$ cat src/rtl/snap_trig_capture_ctrl.sv
// snap_trig_capture_ctrl
// Write sequencer for one snap-block capture BRAM in the user clock domain.
// Software arms it through a control register and chooses a signed trigger
// offset. A negative offset runs a circular pre-trigger capture, a positive
// offset delays the capture after the trigger, and zero captures from the
// trigger onwards. When DEPTH words have been captured it reports done, busy,
// pre_short and the address of the oldest word through a status word.
module snap_trig_capture_ctrl #(
    parameter int ADDR_W   = 11,
    parameter int OFFSET_W = 32
) (
    input  logic                user_clk,
    input  logic                user_rst_n,
    input  logic [31:0]         ctrl,
    input  logic [OFFSET_W-1:0] trig_offset,
    input  logic                trig,
    input  logic                din_valid,
    output logic [ADDR_W-1:0]   bram_addr,
    output logic                bram_we,
    output logic [31:0]         status
);

    localparam int DEPTH = 2 ** ADDR_W;
    localparam int CNT_W = ADDR_W + 1;

    localparam logic [ADDR_W-1:0]   ADDR_ONE = ADDR_W'(1);
    localparam logic [ADDR_W-1:0]   MAG_MAX  = ADDR_W'(DEPTH - 1);
    localparam logic [CNT_W-1:0]    CNT_ONE  = CNT_W'(1);
    localparam logic [CNT_W-1:0]    DEPTH_C  = CNT_W'(DEPTH);
    localparam logic [OFFSET_W:0]   EXT_ONE  = (OFFSET_W + 1)'(1);
    localparam logic [OFFSET_W:0]   EXT_MAX  = (OFFSET_W + 1)'(DEPTH - 1);

    typedef enum logic [2:0] {
        S_IDLE,
        S_ARMED,
        S_DELAY,
        S_CAPTURE,
        S_DONE
    } state_t;

    state_t              state;
    logic                ctrl0_q;
    logic                lat_neg;       // latched offset sign (1 = pre-trigger capture)
    logic [ADDR_W-1:0]   lat_mag;       // latched, clamped offset magnitude
    logic [ADDR_W-1:0]   addr;          // next BRAM address to write
    logic [CNT_W-1:0]    pre_cnt;       // pre-trigger samples seen, saturates at DEPTH
    logic [CNT_W-1:0]    remaining;     // post-trigger writes still owed
    logic [ADDR_W-1:0]   skip;          // samples still to discard in DELAY
    logic                done_r;
    logic                busy_r;
    logic                pre_short_r;
    logic [ADDR_W-1:0]   start_addr_r;

    logic                vld;
    logic                trg;
    logic                arm_edge;
    logic                off_neg;
    logic [OFFSET_W:0]   off_abs;
    logic [ADDR_W-1:0]   off_mag;
    logic [CNT_W-1:0]    rem_pre;
    logic                wr_now;
    logic                ctrl_unused;

    // Software overrides OR into the live strobes; arming acts on a rising edge only.
    assign vld      = din_valid | ctrl[2];
    assign trg      = trig | ctrl[1];
    assign arm_edge = ctrl[0] & ~ctrl0_q;

    // Remaining control bits are reserved.
    assign ctrl_unused = ^ctrl[31:3];

    // Post-trigger budget in a pre-trigger capture: the rest of the buffer.
    assign rem_pre = DEPTH_C - {1'b0, lat_mag};

    // Offset magnitude, one bit wider so the most negative offset cannot overflow, then clamped.
    always_comb begin
        // NOTE: every variable written here gets a value on every path first, so no latch is inferred.
        off_neg = trig_offset[OFFSET_W-1];
        off_abs = {1'b0, trig_offset};
        off_mag = MAG_MAX;
        if (off_neg) begin
            off_abs = (~{1'b1, trig_offset}) + EXT_ONE;
        end
        if (off_abs <= EXT_MAX) begin
            off_mag = off_abs[ADDR_W-1:0];
        end
    end

    // Decide whether the current sample is written to the BRAM.
    always_comb begin
        wr_now = 1'b0;
        if (!arm_edge && vld) begin
            case (state)
                S_ARMED:   wr_now = lat_neg || (trg && (lat_mag == '0));
                S_CAPTURE: wr_now = 1'b1;
                default:   wr_now = 1'b0;
            endcase
        end
    end

    // Capture state machine with registered BRAM strobes and status fields.
    always_ff @(posedge user_clk or negedge user_rst_n) begin
        if (!user_rst_n) begin
            state        <= S_IDLE;
            ctrl0_q      <= 1'b0;
            lat_neg      <= 1'b0;
            lat_mag      <= '0;
            addr         <= '0;
            pre_cnt      <= '0;
            remaining    <= '0;
            skip         <= '0;
            done_r       <= 1'b0;
            busy_r       <= 1'b0;
            pre_short_r  <= 1'b0;
            start_addr_r <= '0;
            bram_addr    <= '0;
            bram_we      <= 1'b0;
        end else begin
            // NOTE: non-blocking assignments throughout, so every branch reads the pre-edge state.
            ctrl0_q <= ctrl[0];
            bram_we <= wr_now;
            if (wr_now) begin
                bram_addr <= addr;
                addr      <= addr + ADDR_ONE;
            end

            if (arm_edge) begin
                // Arming wins over anything else that happens in the same cycle.
                state       <= S_ARMED;
                lat_neg     <= off_neg;
                lat_mag     <= off_mag;
                addr        <= '0;
                bram_addr   <= '0;
                pre_cnt     <= '0;
                done_r      <= 1'b0;
                busy_r      <= 1'b1;
                pre_short_r <= 1'b0;
            end else begin
                case (state)
                    S_ARMED: begin
                        if (trg) begin
                            if (lat_neg) begin
                                // Oldest kept sample is |off| writes behind the write pointer.
                                start_addr_r <= addr - lat_mag;
                                pre_short_r  <= (pre_cnt < {1'b0, lat_mag});
                                if (vld) begin
                                    remaining <= rem_pre - CNT_ONE;
                                    state     <= (rem_pre == CNT_ONE) ? S_DONE : S_CAPTURE;
                                end else begin
                                    remaining <= rem_pre;
                                    state     <= S_CAPTURE;
                                end
                            end else begin
                                start_addr_r <= addr;
                                if (lat_mag == '0) begin
                                    remaining <= vld ? (DEPTH_C - CNT_ONE) : DEPTH_C;
                                    state     <= S_CAPTURE;
                                end else begin
                                    remaining <= DEPTH_C;
                                    // A sample in the trigger cycle is the first one skipped.
                                    if (vld && (lat_mag == ADDR_ONE)) begin
                                        skip  <= '0;
                                        state <= S_CAPTURE;
                                    end else begin
                                        skip  <= vld ? (lat_mag - ADDR_ONE) : lat_mag;
                                        state <= S_DELAY;
                                    end
                                end
                            end
                        end else if (vld && lat_neg && (pre_cnt != DEPTH_C)) begin
                            pre_cnt <= pre_cnt + CNT_ONE;
                        end
                    end

                    S_DELAY: begin
                        if (vld) begin
                            skip <= skip - ADDR_ONE;
                            if (skip == ADDR_ONE) begin
                                state <= S_CAPTURE;
                            end
                        end
                    end

                    S_CAPTURE: begin
                        if (vld) begin
                            remaining <= remaining - CNT_ONE;
                            if (remaining == CNT_ONE) begin
                                state <= S_DONE;
                            end
                        end
                    end

                    S_DONE: begin
                        done_r <= 1'b1;
                        busy_r <= 1'b0;
                    end

                    default: begin
                        // IDLE: wait for the first arm.
                    end
                endcase
            end
        end
    end

    assign status = {done_r, busy_r, pre_short_r, {(29 - ADDR_W){1'b0}}, start_addr_r};

endmodule

$ cat config.mk
export PLATFORM = sky130hd
export DESIGN_NAME = snap_trig_capture_ctrl
export DESIGN_NICKNAME = d
export VERILOG_FILES = /design/src/rtl/snap_trig_capture_ctrl.sv
export SDC_FILE = /design/constraint.sdc
export NUM_CORES = 1
export LEC_CHECK = 0
export CELL_PAD_IN_SITES_DETAIL_PLACEMENT = 1
export CELL_PAD_IN_SITES_GLOBAL_PLACEMENT = 1
export CORE_MARGIN = 5
export CORE_UTILIZATION = 40
export DETAILED_ROUTE_END_ITERATION = 8
export GPL_TIMING_DRIVEN = 0
export PLACE_DENSITY = 0.85
export SLEW_MARGIN = 20
export SYNTH_ARGS = -nofsm -noshare
export SYNTH_HDL_FRONTEND = slang
export SYNTH_SLANG_ARGS = --single-unit
$ cat constraint.sdc
create_clock -name user_clk -period 4.2 [get_ports user_clk]
set_input_delay 0.63 -clock user_clk [delete_from_list [all_inputs] [get_ports user_clk]]
set_output_delay 0.63 -clock user_clk [all_outputs]
set_load 0.01 [all_outputs]
# After elaboration in Yosys (flattened, before gate mapping)
# Cells that the tools add are included.
[word_totals] out_inout_bits=44 ff_bits=88 elab_cells=121 inputBits=68
[op_classes] reduce_logical=23 eq_ne=20 muxes=47 n_addsub=9 order_cmp=2 bitwise_logic=6
[ops] op="$mux W11" count=12
[ops] op="$mux W12" count=10
[ops] op="$add A33 B1 Y33 const B" count=1
[ops] op="$le A33 B11 Y1 const B" count=1
[ops] op="$mux W33" count=1
[ops] op="$not A33 Y33" count=1
[ops] op="$mux W3" count=9
[ops] op="$eq A12 B1 Y1 const B" count=2
[ops] op="$pmux W12 S2" count=1
[ops] op="$sub A12 B1 Y12 const B" count=2
[ops] op="$eq A11 B1 Y1 const B" count=2
[ops] op="$pmux W11 S2" count=1
[ops] op="$sub A11 B1 Y11 const B" count=2
[ops] op="$reduce_bool A2 Y1" count=8
[ops] op="$ne A3 B3 Y1 const B" count=5
[ops] op="$add A12 B1 Y12 const B" count=1
[ops] op="$lt A12 B11 Y1" count=1
[ops] op="$ne A12 B12 Y1 const B" count=1
[ops] op="$reduce_and A6 Y1" count=2
[ops] op="$sub A12 B11 Y12 const A" count=1
[ops] op="$add A11 B1 Y11 const B" count=1
[ops] op="$logic_not A11 Y1" count=1
[ops] op="$mux W1" count=11
[ops] op="$sub A11 B11 Y11" count=1
[ops] op="16 further kinds" count=29

# Longest topological paths before layout
# Gate-level depths: netlist of the first run.
[depth] ltp_word=8 mapped_depth=12 depth_no_buf=10

# Worst setup path after synthesis of the first run
# OpenSTA, ideal clock, no wires.
[synth_path] path_kind="register -> register" start="reg lat_mag[0]" end="reg state[0]" required_time_ps=4057 setup_time_ps=143 n_path_buf=2 period_less_slack_ps=3084 slack_ps=1116 stages_incl_launch_ff=12 arrival_time_ps=2941 cell_sequence="dfrtp_1 > clkbuf_1 > inv_1 > ha_1 > clkbuf_1 > or3b_2 > nor4_1 > o211ai_1 > or4_1 > a21oi_1 > o21a_1 > o21ai_0"
[synth_between] elab_chain_cells=8 word_cells_on_any_way=13 cone_classes="add/sub (1); eq/ne (2); mux (8); reduce/logical (2)"
[synth_lines] item="from (decl)" line_no="44" text="logic [ADDR_W-1:0] lat_mag;"
[synth_lines] item="from (signal assigned)" line_no="131" text="lat_mag <= off_mag;"
[synth_lines] item="$sub A12 B11 Y12 or $eq A11 B1 Y1 (tied branches)" line_no="73, 161"
[synth_lines] item="$eq A12 B1 Y1 or $logic_and A1 B1 Y1 (tied branches)" line_no="148, 161"
[synth_lines] item="$mux W3 or $mux W1 (tied branches)" line_no="148, 161"
[synth_lines] item="$mux W3 or $mux W1 (tied branches)" line_no="146, 155"
[synth_lines] item="$mux W3 (*)" line_no="142" text="if (lat_neg) begin"
[synth_lines] item="$mux W3 (*)" line_no="141" text="if (trg) begin"
[synth_lines] item="$pmux W3 S3 (*)" line_no="139" text="case (state)"
[synth_lines] item="$mux W3 (*)" line_no="127" text="if (arm_edge) begin"
[synth_lines] item="to (signal assigned)" line_no="148" text="state <= (rem_pre == CNT_ONE) ? S_DONE : S_CAPTURE;"
[synth_lines] item="to (decl)" line_no="41" text="state_t state;"
# Mark *: on every way between the ends. The rest lies on a longest branch, timed or not. The select of a mux whose other input is x is not followed.
# A chain may end at the register's enable or synchronous reset.

# Worst setup path after layout of the first run
[layout_path] start="reg lat_mag[0]" end="reg addr[10]"
[layout_between] elab_chain_cells=6
[layout_lines] item="$logic_not A11 Y1" line_no="94" text="S_ARMED: wr_now = lat_neg || (trg && (lat_mag == '0));"
[layout_lines] item="$logic_and A1 B1 Y1" line_no="94"
[layout_lines] item="$logic_or A1 B1 Y1" line_no="94"
[layout_lines] item="$pmux W1 S2" line_no="93" text="case (state)"
[layout_lines] item="$mux W1" line_no="92" text="if (!arm_edge && vld) begin"
[layout_lines] item="$reduce_bool A2 Y1 (no source line)"
[layout_lines] item="to (signal assigned)" line_no="124" text="addr <= addr + ADDR_ONE;"
[layout_lines] item="to (decl)" line_no="45" text="logic [ADDR_W-1:0] addr;"
# No other way between the ends.

==> results of run 1 <==
cell families after synthesis:
kind of cell / synth area share, %
simple gates: 24.76
compound gates: 22.11
buf+inv: 6.719
flops: 32.40
xor+xnor: 6.443
fa+ha+maj: 6.001
mux: 1.510
other cells: 0.05518
worst paths after layout:
kind / startpoint / depth (start not counted) / slack, ns / to
worst max-delay path: lat_mag[0] / 12 / 0.29 / addr[10]
worst min-delay path: user_rst_n / 1 / 0.15 / skip[5]
worst max register to register: lat_mag[0] / 12 / 0.29 / addr[10]
worst min register to register: start_addr_r[1] / 2 / 0.48 / start_addr_r[1]
max in group asynchronous: user_rst_n / 2 / 3.45 / addr[1]
min in group user_clk: start_addr_r[1] / 2 / 0.48 / start_addr_r[1]
critical path: stages, from the launching register on:
cell	delay [ns]
dfrtp_1	0.43
clkbuf_1	0.26
inv_1	0.17
ha_1	0.16
clkbuf_1	0.38
nor3b_2	0.45
nand4_1	0.19
a2111oi_1	0.76
buf_2	0.34
and3_1	0.27
nand4_1	0.13
xor2_1	0.18
nor2_1	0.07
layout make-up:
type	instances	area, sq um
Buffer	63	325.3
Clock buffer	10	229.0
Tap cell	220	275.3
Sequential cell	88	2202
Timing Repair Buffer	65	669.4
Inverter	35	131.4
Multi-Input combinational cell	677	4209
Clock inverter	6	67.56
Fill cell	2036	8533
through the flow:
step                TNS [ns]  total power [mW]
CTS                        0             3.351
finish                     0             3.338
global route               0             3.558
floorplan                  0             2.000
detailed placement         0             2.494
global placement      -78.31             2.438
sequential cells by signal, indices dropped and copies added (netlist names):
signal / flops
start_addr_r: 11
lat_neg: 1
skip: 11
done_r: 1
pre_short_r: 1
bram_we: 1
addr: 11
busy_r: 1
state: 3
remaining: 12
pre_cnt: 12
bram_addr: 11
lat_mag: 11
ctrl0_q: 1
what timing repair did:
| action | 4_1_cts | 5_1_grt |
|---|---|---|
| endpoints found under the setup margin | 0 | 19 |
| hold endpoints to repair | 0 | 0 |
| buffers inserted | 0 | 0 |
| gates resized for setup | 0 | 2 |
layout by cell type (no fill, tap or decap), types with 9 or more instances in the layout:
cell             instances
a21oi_1                 68
a32oi_1                 14
and3_1                   9
buf_4                   21
clkbuf_1                38
clkbuf_16                9
clkdlybuf4s50_1         63
conb_1                  18
dfrtp_1                 88
ha_1                    31
inv_1                   34
nand2_1                 80
nand2b_1                 9
nand3_1                 25
nand4_1                 13
nor2_1                  79
nor2b_1                 13
nor3_1                  25
nor4_1                  11
o21ai_0                 73
o31ai_1                 12
or3_1                   21
or4_1                   10
xnor2_1                 33
xor2_1                  17
power by group through the flow:
| stage | Clock (mW) | Sequential [mW] | Combinational [mW] |
|---|---|---|---|
| finish | 0.836 | 1.22 | 1.28 |
| global route | 0.886 | 1.24 | 1.43 |
| CTS | 0.854 | 1.22 | 1.28 |
| detailed placement | 0 | 1.23 | 1.26 |
| global placement | 0 | 1.22 | 1.22 |
| floorplan | 0 | 1.19 | 0.811 |
metal layers:
layer  GRT usage (%)  up-vias  wire [um]
met5               0        -          0
met1           29.18     3407       9859
met2           38.76      169      11170
met3           4.397       36        876
li1                -     3238          -
met4           7.292        0        495
cell usage after synthesis, types with 14 or more instances:
cell type	instances
a21oi_1	68
or3_1	21
clkbuf_1	37
nand3_1	25
buf_4	21
dfrtp_1	88
xnor2_1	33
a32oi_1	14
nor3_1	25
xor2_1	17
o21ai_0	73
nor2_1	79
nand2_1	80
inv_1	34
ha_1	31
==> results.cfg, run 1 <==
[die]
core.rowCount = 47
die-area_sq_mm = 0.01970
start_util_pct = 40.84
fp.coreArea_sq_mm = 0.01664
die_x_um = 140.4
io_pins = 112
dieHeight_um = 140.4

[sta]
finalSetupViolations = 0
tightest_slew_ns = 1.059
finalWorstSetupSlack_ns = 0.2868
slew_violations = 0
post-route-period-util_pct = 93.17
hold_viol_final = 0
grt_setup_unrepaired = no
period_needed_ns = 3.913
skew_ns = 0.007930
hold_slack_ns = 0.1538
relSlewSlack_pct = 28.84
fmax_mhz = 255.5

[synthesis]
synth-seq-area-share_pct = 32.40
synth-edff-count = 0
async_flop_share_pct = 100.0
synth.distinct_cells = 71
synth_area_leaders = dfrtp_1 (32%), ha_1 (5.7%), o21ai_0 (5.4%), a21oi_1 (5.0%), nand2_1 (4.4%)
syn_area_per_cell_sq_um = 8.034
netlist_area_sq_mm = 0.006797
yosys.area.top_type = dfrtp_1
ys.flop_type = dfrtp_1
synth-seq-cells = 88
syn_inst = 846
ys.warnings.count = 0
yosysTopAreaCellShare_pct = 32.40

[placement]
dpl_worst_slack_ns = 0.1032
dpl.cell_count = 1148
place_congestion = 0.9014
dpl.hpwl_um = 17030
numPortBuffers = 64
dpl_cell_area_sq_mm = 0.007805

[route]
drt_pass1_iterations = 7
drt_first_iter_violations = 431
routed_wl_um = 22400
vias_per_cell = 5.885
vias = 6850
detail_route.wl_per_cell_um = 19.24
drc = 0
drt.antenna.violating_nets = 0

[clock_tree]
cts_buffers = 9
cts_sinks = 88
htreeDepth = 3
clk_path_buf_depth = 2
cts_root_buf = clkbuf_16
hold_buffers = 0
cts_tree = yes
clock_latency_ns = 0.36
clk_pin_slew_ns = 0.07

[power]
clkPwrFrac_pct = 25.0
combPwrFrac_pct = 38.4
p_int_mw = 2.010
switching_share_pct = 39.78
power_per_cell_area_mw_per_mm2 = 411.6
netSwitchingPower_mw = 1.328
vdd_ir_drop_max_v = 0.0002580
p_seq_share_pct = 36.5
leakagePower_nw = 3.345

[global_route]
gr-total-overflow = 0
grtUsageTotal_pct = 22.79
grt_pass1_wl_um = 36890
grt_max_degree = 57
antenna_found_initial = 0
grt_pass1_vias = 7139

[worst_setup_path]
path_max_fanout = 10
startpoint_type = register
cp-end-kind = register
crit_arrival_ns = 4.14
cp.required_ns = 4.43
crit_type = register to register

[finish]
fin_nets = 1039
drive_above_1_share_pct = 7.097
antenna_cells = 0
final_core_utilization_pct = 48.73
fin_area_sq_mm = 0.008109
fin_cells = 1164
areaGrowthSynthToFinish_pct = 19.31

[job]
drv_cap = 0

[hold_path]
min_path_type = input pin to asynchronous set/reset pin

[outcome]
outcome = complete, no violations
(Power assumes the default switching activity.)
==> inputs of run 2 (changes only) <==
==> constraint.sdc (replaced) <==
create_clock -name user_clk -period 4.5 [get_ports user_clk]
set_input_delay 0.675 -clock user_clk [delete_from_list [all_inputs] [get_ports user_clk]]
set_output_delay 0.675 -clock user_clk [all_outputs]
set_load 0.01 [all_outputs]
==> run 2 against run 1 <==
Highest routed layer unchanged. Count of clock-buffer cells in the layout stayed put. Final area hardly changed. Total power is 6.5% lower. Sequential power is 7% lower. Sequential share of layout area hardly changed. Global-route usage stayed put. Worst setup slack worse by 0.014 ns.
==> results.cfg, run 2 (synthesis results as in run 1) <==
[global_route]
antenna_found_initial = 0
grt_pass1_wl_um = 36890
grtUsageTotal_pct = 22.79
grt_pass1_vias = 7139
grt_max_degree = 57
gr-total-overflow = 0

[worst_setup_path]
cp-end-kind = register
crit_family = simple AND/OR/NAND/NOR gates
reg2reg_depth = 12
cp_num_cells = 12
crit_arrival_ns = 4.45
slowest_stage = a2111oi_0
crit_type = register to register
slowest_delay_ns = 0.87
crit_buf_inv = 4
startpoint_type = register
path_cells = clkbuf_1 > inv_1 > ha_1 > clkbuf_1 > nor3b_1 > nand4_1 > a2111oi_0 > buf_2 > and3_1 > nand4_1 > xor2_1 > nor2_1
cp.required_ns = 4.73
path_max_fanout = 10

[finish]
areaGrowthSynthToFinish_pct = 19.22
fin_nets = 1039
mostFrequentLayoutCells = dfrtp_1 (88), nand2_1 (80), nor2_1 (79), o21ai_0 (73), a21oi_1 (68)
final_common_cell = dfrtp_1
drive_above_1_share_pct = 6.992
final.fill_count = 2037
antenna_cells = 0
reg.largest.list = pre_cnt x12, remaining x12

[die]
fp.coreArea_sq_mm = 0.01664
die-area_sq_mm = 0.01970
dieHeight_um = 140.4
die_x_um = 140.4
core.rowCount = 47
io_pins = 112
start_util_pct = 40.84

[outcome]
outcome = complete, no violations

[clock_tree]
cts_sinks = 88
cts_tree = yes
cts_root_buf = clkbuf_16
htreeDepth = 3
cts_resized = 0
clk_path_buf_depth = 2
cts_buffers = 9
clk_pin_slew_ns = 0.07
post_cts_buffers = 0
clock_latency_ns = 0.36
hold_buffers = 0

[route]
vias_per_cell = 5.863
drt_first_iter_violations = 426
drt.antenna.violating_nets = 0
drt_pass1_iterations = 5
routed_wl_um = 22450
detail_route.wl_per_cell_um = 19.29
vias = 6825
drc = 0

[sta]
hold_slack_ns = 0.1974
finalSetupViolations = 0
hold_viol_final = 0
slew_violations = 0
skew_ns = 0.006745
grt_setup_unrepaired = no
relSlewSlack_pct = 29.87
tightest_slew_ns = 1.044
fmax_mhz = 236.6
post-route-period-util_pct = 93.93
period_needed_ns = 4.227

[placement]
place_congestion = 0.9014
numPortBuffers = 64
dpl.hpwl_um = 17030

[power]
power_per_cell_area_mw_per_mm2 = 385.0
leakagePower_nw = 3.345
vdd_ir_drop_max_v = 0.0002408
p_total_mw = 3.120

[job]
drv_cap = 0

[hold_path]
min_path_type = input pin to asynchronous set/reset pin
==> run 2: cell types whose count changed in the layout (fill, tap and decap cells not counted) <==
cell and delta:
nor3b_2 -1, a2111oi_0 +1, a2111oi_1 -1, nor3b_1 +1
==> run 2: area by class of cell <==
type | instances | area [sq um] | area share [%]
Inverter | 35 | 131.4 | 1.621
Tap cell | 220 | 275.3 | 3.397
Buffer | 63 | 325.3 | 4.015
Timing Repair Buffer | 65 | 669.4 | 8.261
Multi-Input combinational cell | 677 | 4203 | 51.87
Sequential cell | 88 | 2202 | 27.18
Clock buffer | 10 | 229.0 | 2.826
Clock inverter | 6 | 67.56 | 0.8338
==> run 2: path summary, 6_finish.rpt <==
path,slack [ns],start,to
setup / recovery,0.27,lat_mag[0],addr[10]
hold / removal,0.20,user_rst_n,skip[5]
setup reg to reg,0.27,lat_mag[0],addr[10]
hold reg to reg,0.48,start_addr_r[1],start_addr_r[1]
max in group asynchronous,3.71,user_rst_n,addr[1]
min in group user_clk,0.48,start_addr_r[1],start_addr_r[1]
==> run 2: metrics by stage <==
stage	instances	util (%)	setup TNS (ns)	cell area, sq um	setup WS (ns)
after floorplan	863	-	0	6860	1.373
after global placement	1147	46.73	-55.87	7776	-0.6460
after detailed placement	1148	46.90	0	7805	0.3722
after CTS	1164	48.68	0	8102	0.3298
after global routing	1164	48.69	0	8103	0.08212
final	1164	48.69	0	8103	0.2733
==> run 2: layer usage <==
| metal | vias to the layer above | wire [um] | GRT usage (%) |
|---|---|---|---|
| met2 | 137 | 11170 | 38.76 |
| met5 | - | 0 | 0 |
| met3 | 40 | 815 | 4.397 |
| met4 | 0 | 519 | 7.292 |
| li1 | 3238 | - | - |
| met1 | 3410 | 9949 | 29.18 |
==> run 2: where the power goes <==
part	leakage (nW)	internal [mW]	total (mW)	switching (mW)
sequential	1.09	0.968	1.14	0.172
combinational	2.11	0.474	1.20	0.723
clock	0.139	0.434	0.784	0.350
total	3.35	1.88	3.12	1.24
==> patch 1: new RTL, config.mk and constraints of run 1 <==
`OFFSET_W`: 32 -> 28.
--- a/src/rtl/snap_trig_capture_ctrl.sv
+++ b/src/rtl/snap_trig_capture_ctrl.sv
@@ -7,7 +7,7 @@
 // pre_short and the address of the oldest word through a status word.
 module snap_trig_capture_ctrl #(
     parameter int ADDR_W   = 11,
-    parameter int OFFSET_W = 32
+    parameter int OFFSET_W = 28
 ) (
     input  logic                user_clk,
     input  logic                user_rst_n,
Interface: changed (resized trig_offset); port bits go from 112 to 108. The function was not compared with the original's and may differ.
==> patch 1 against run 1 <==
- area after synthesis fell by 2.3%
- wire length fell by 4.8%
- first-iteration DRC count fell by 6.5%
- power rose by 1.6%
- final area fell by 2.2%
- sequential share of layout area rose by 0.60 points
- worst setup slack improved by 0.47 ns
- sequential cell count did not move
==> patch 1: results (changes against run 1) <==
Status: complete, no violations (unchanged)
Worst hold slack: 0.184 ns (was 0.154 ns)
Path depth of the worst reg2reg path: 10 (was 12)
P_leak: 3.27 nW (was 3.35 nW)
Reg2Reg Setup Slack: 0.92 ns (was 0.29 ns)
Worst-margin pin slew: 0.815 ns (was 1.06 ns)
Cell variety after synth: 66 (was 71)
Initial DRC Count: 403 (was 431)
Final RePlAce weighted congestion: 0.918 (was 0.901)
Worst clock skew: 0.00995 ns (was 0.00793 ns)
Largest net degree at the start of global routing: 49 (was 57)
Final Cycle Share: 82.0% (was 93.2%)
R2R Path End: bram_addr[10] (was addr[10])
Per-cell routed wire length: 18.7 um (was 19.2 um)
Port bufs: 60 (was 64)
Peak supply drop: 309 uV (was 258 uV)
Nets: 1012 (was 1039)
Share of post-route cells with drive strength above 1: 6.30% (was 7.10%)
Critical path's largest stage delay: 0.59 ns (was 0.76 ns)
CP arrival: 3.63 ns (was 4.14 ns)
Post-DP HPWL: 15900 um (was 17000 um)
First-pass GRT wire length: 35300 um (was 36900 um)
Number of global-route vias before repair: 7016 (was 7139)
CP delay by family, top: simple AND/OR/NAND/NOR gates (was buffers and inverters)
Placed instance area: 0.00762 sq mm (was 0.00780 sq mm)
Router iterations before antenna repair: 4 (was 7)
Post-synthesis sequential area ratio: 33.2% (was 32.4%)
Detailed-route via count: 6591 (was 6850)
Area contributors post-synth: dfrtp_1 (33%), ha_1 (5.8%), xnor2_1 (5.8%) (was dfrtp_1 (32%), ha_1 (5.7%), o21ai_0 (5.4%))
Commonest cells in the netlist: dfrtp_1 (88), nand2_1 (83), nor2_1 (71) (was dfrtp_1 (88), nand2_1 (80), nor2_1 (79))
==> patch 1: logic make-up (layout without fill, tap and decap cells) <==
logic type | after synthesis | in the layout | share of synthesized area, %
XOR/XNOR | 56 | 56 | 7.39
buffers and inverters | 96 | 172 | 6.78
AO/OA/AOI/OAI | 209 | 209 | 19.8
flip-flops | 88 | 88 | 33.2
AND/OR/NAND/NOR | 336 | 336 | 25.3
other | 1 | 18 | 0.0565
adder cells (fa/ha/maj) | 32 | 32 | 6.14
multiplexers | 9 | 9 | 1.38
==> patch 1: metal layers <==
| metal | track usage, % | share of wire (%) |
|---|---|---|
| met5 | 0 | 0 |
| met4 | 5.87 | 1.7 |
| met3 | 3.21 | 3.3 |
| met2 | 38.9 | 50 |
| met1 | 28.1 | 45 |
==> patch 1: final cells by class <==
| cell class | count | area (sq um) |
|---|---|---|
| fillers | 1975 | 8470 |
| multi-input cells | 660 | 4060 |
| flip-flops and latches | 88 | 2200 |
| repair buffers | 61 | 629 |
| plain buffers | 63 | 327 |
| well taps | 220 | 275 |
| clock buffers | 9 | 225 |
| inverters | 33 | 124 |
| clock inverters | 6 | 92.6 |
==> patch 1: worst max-delay path by stage <==
stage	from	cells past startpoint	slack (ns)	end
floorplan	trig_offset[1]	10	1.25	lat_mag[10]
global placement	user_rst_n	1	-0.88	bram_addr[7]
detailed placement	trig_offset[0]	11	0.36	lat_mag[6]
CTS	trig_offset[0]	11	0.74	lat_mag[6]
global route	trig_offset[0]	11	0.60	lat_mag[3]
finish	trig_offset[0]	11	0.76	lat_mag[6]
==> patch 1: worst reg2reg max path, delay by kind of cell (launching register included) <==
kind            cells  cell delay (ns)
buf+inv             4             1.07
compound gates      1             0.65
flops               1             0.58
simple gates        4             0.53
fa+ha+maj           1             0.33
==> patch 1: where the power goes <==
part           leakage (nW)  switching (mW)  internal (mW)
Sequential             1.10           0.191           1.04
Clock                 0.148           0.372          0.521
Combinational          2.03           0.742          0.528
Total                  3.27            1.30           2.09
==> patch 1: through the flow <==
step	worst slack, ns	total power [mW]	cells
after floorplan	1.25	2.02	844
after global placement	-0.882	2.44	1124
after detailed placement	0.364	2.49	1125
after CTS	0.741	3.41	1140
after global routing	0.604	3.60	1140
final	0.756	3.39	1140
==> patch 2: new RTL, flow settings as in run 1 <==
Without the edit above. Add an input register stage for `trig_offset`, without a reset; this delays it by one clock. The other inputs are not delayed to match.
--- a/src/rtl/snap_trig_capture_ctrl.sv
+++ b/src/rtl/snap_trig_capture_ctrl.sv
@@ -38,6 +38,12 @@
         S_DONE
     } state_t;
 
+    logic [OFFSET_W-1:0] trig_offset_q;
+
+    always_ff @(posedge user_clk) begin
+        trig_offset_q <= trig_offset;
+    end
+
     state_t              state;
     logic                ctrl0_q;
     logic                lat_neg;       // latched offset sign (1 = pre-trigger capture)
@@ -75,11 +81,11 @@
     // Offset magnitude, one bit wider so the most negative offset cannot overflow, then clamped.
     always_comb begin
         // NOTE: every variable written here gets a value on every path first, so no latch is inferred.
-        off_neg = trig_offset[OFFSET_W-1];
-        off_abs = {1'b0, trig_offset};
+        off_neg = trig_offset_q[OFFSET_W-1];
+        off_abs = {1'b0, trig_offset_q};
         off_mag = MAG_MAX;
         if (off_neg) begin
-            off_abs = (~{1'b1, trig_offset}) + EXT_ONE;
+            off_abs = (~{1'b1, trig_offset_q}) + EXT_ONE;
         end
         if (off_abs <= EXT_MAX) begin
             off_mag = off_abs[ADDR_W-1:0];
Check against the original RTL: not equivalent (a bounded check fails within 4 cycles, from zero or initial values and one cycle with user_rst_n low).
==> patch 2 against run 1 <==
- sequential power rose by 30%
- power rose by 32%
- non-clock buffer count shrank 5
- maximum frequency is 5.6% higher
- final area up 14%
- synthesized cell count up 3.3%
- global-route usage down 0.64 points
- sequential share of layout area grew 3.5 points
- area after synthesis up 12%
- via count grew 3.6%
- critical path depth decreased by 3
- wire length rose by 7.6%
- worst setup slack improved by 0.21 ns
- sequential cell count grew 32
- critical path type unchanged
- highest routed layer unchanged
==> patch 2: results (changes against run 1) <==
Status: complete, no violations (unchanged)
Routing usage on met3: 4.48% (was 4.40%)
Worst-path maximum fanout: 6 (was 10)
Signal buf overhead: 11.6% (was 12.3%)
First-pass GRT wire length: 39200 um (was 36900 um)
Met1 track demand over resource: 27.6% (was 29.2%)
CP max stage cell: a2111oi_0 (was a2111oi_1)
Biggest regs: trig_offset_q: 32 flops, pre_cnt: 12 flops, remaining: 12 flops (was pre_cnt: 12 flops, remaining: 12 flops)
P_leak: 3.90 nW (was 3.35 nW)
Final wirelength: 24100 um (was 22400 um)
DP Cell Count: 1190 (was 1148)
Area contributors post-synth: dfrtp_1 (29%), dfxtp_1 (8.4%), ha_1 (5.1%) (was dfrtp_1 (32%), ha_1 (5.7%), o21ai_0 (5.4%))
Htree depth: 4 (was 3)
Share of post-route cells with drive strength above 1: 11.2% (was 7.10%)
Tot GR Track Use: 22.2% (was 22.8%)
M2 GR Usage: 37.6% (was 38.8%)
Worst clock skew: 0.00935 ns (was 0.00793 ns)
Number of global-route vias before repair: 7495 (was 7139)
Met3 wire len: 1080 um (was 876 um)
Avg Cell Area, Syn: 8.74 sq um (was 8.03 sq um)
Clock buf/inv share: 6.58% (was 3.66%)
CP delay by family, top: compound AO/OA/AOI/OAI gates (was buffers and inverters)
Commonest cells in the netlist: nor2_1 (98), dfrtp_1 (88), nand2_1 (86) (was dfrtp_1 (88), nand2_1 (80), nor2_1 (79))
Met2 WL: 11600 um (was 11200 um)
Cell variety after synth: 82 (was 71)
Drt via density: 5.81 (was 5.88)
Clk_lat worst skew: 0.42 ns (was 0.36 ns)
Area of the multi-input gates: 0.00433 sq mm (was 0.00421 sq mm)
Clk_buf instances: 18 (was 10)
Max_slew headroom: 40.6% (was 28.8%)
Peak supply drop: 375 uV (was 258 uV)
Router iterations before antenna repair: 6 (was 7)
Per-cell routed wire length: 19.7 um (was 19.2 um)
Area delta synth->final: 21.5% (was 19.3%)
Initial DRC Count: 415 (was 431)
Post-place setup slack: 0.678 ns (was 0.103 ns)
Compound-Gate Fraction of Synth Area: 18.8% (was 22.1%)
Multi-input gates: 678 (was 677)
Ys async rst share: 73.3% (was 100%)
[patch 2: logic make-up (layout without fill, tap and decap cells)]
kind of cell,after synthesis,in the layout
AND/OR/NAND/NOR,350,350
adder cells (fa/ha/maj),32,32
other,1,18
buffers and inverters,93,190
multiplexers,11,11
AO/OA/AOI/OAI,211,211
flip-flops,120,120
XOR/XNOR,56,56
[patch 2: worst paths after layout]
kind	end	cells after the start	slack, ns	start
worst max-delay path	lat_mag[1]	9	0.49	trig_offset_q[0]
max in group asynchronous	addr[8]	2	3.50	user_rst_n
worst min register to register	start_addr_r[8]	2	0.49	start_addr_r[8]
worst max register to register	lat_mag[1]	9	0.49	trig_offset_q[0]
worst min-delay path	skip[5]	1	0.10	user_rst_n
min in group user_clk	start_addr_r[8]	2	0.49	start_addr_r[8]
[patch 2: where the power goes]
group	switching [mW]	total [mW]	internal, mW	leakage [nW]
registers	0.213	1.58	1.36	1.36
logic	0.755	1.29	0.532	2.25
clock network	0.589	1.54	0.951	0.285
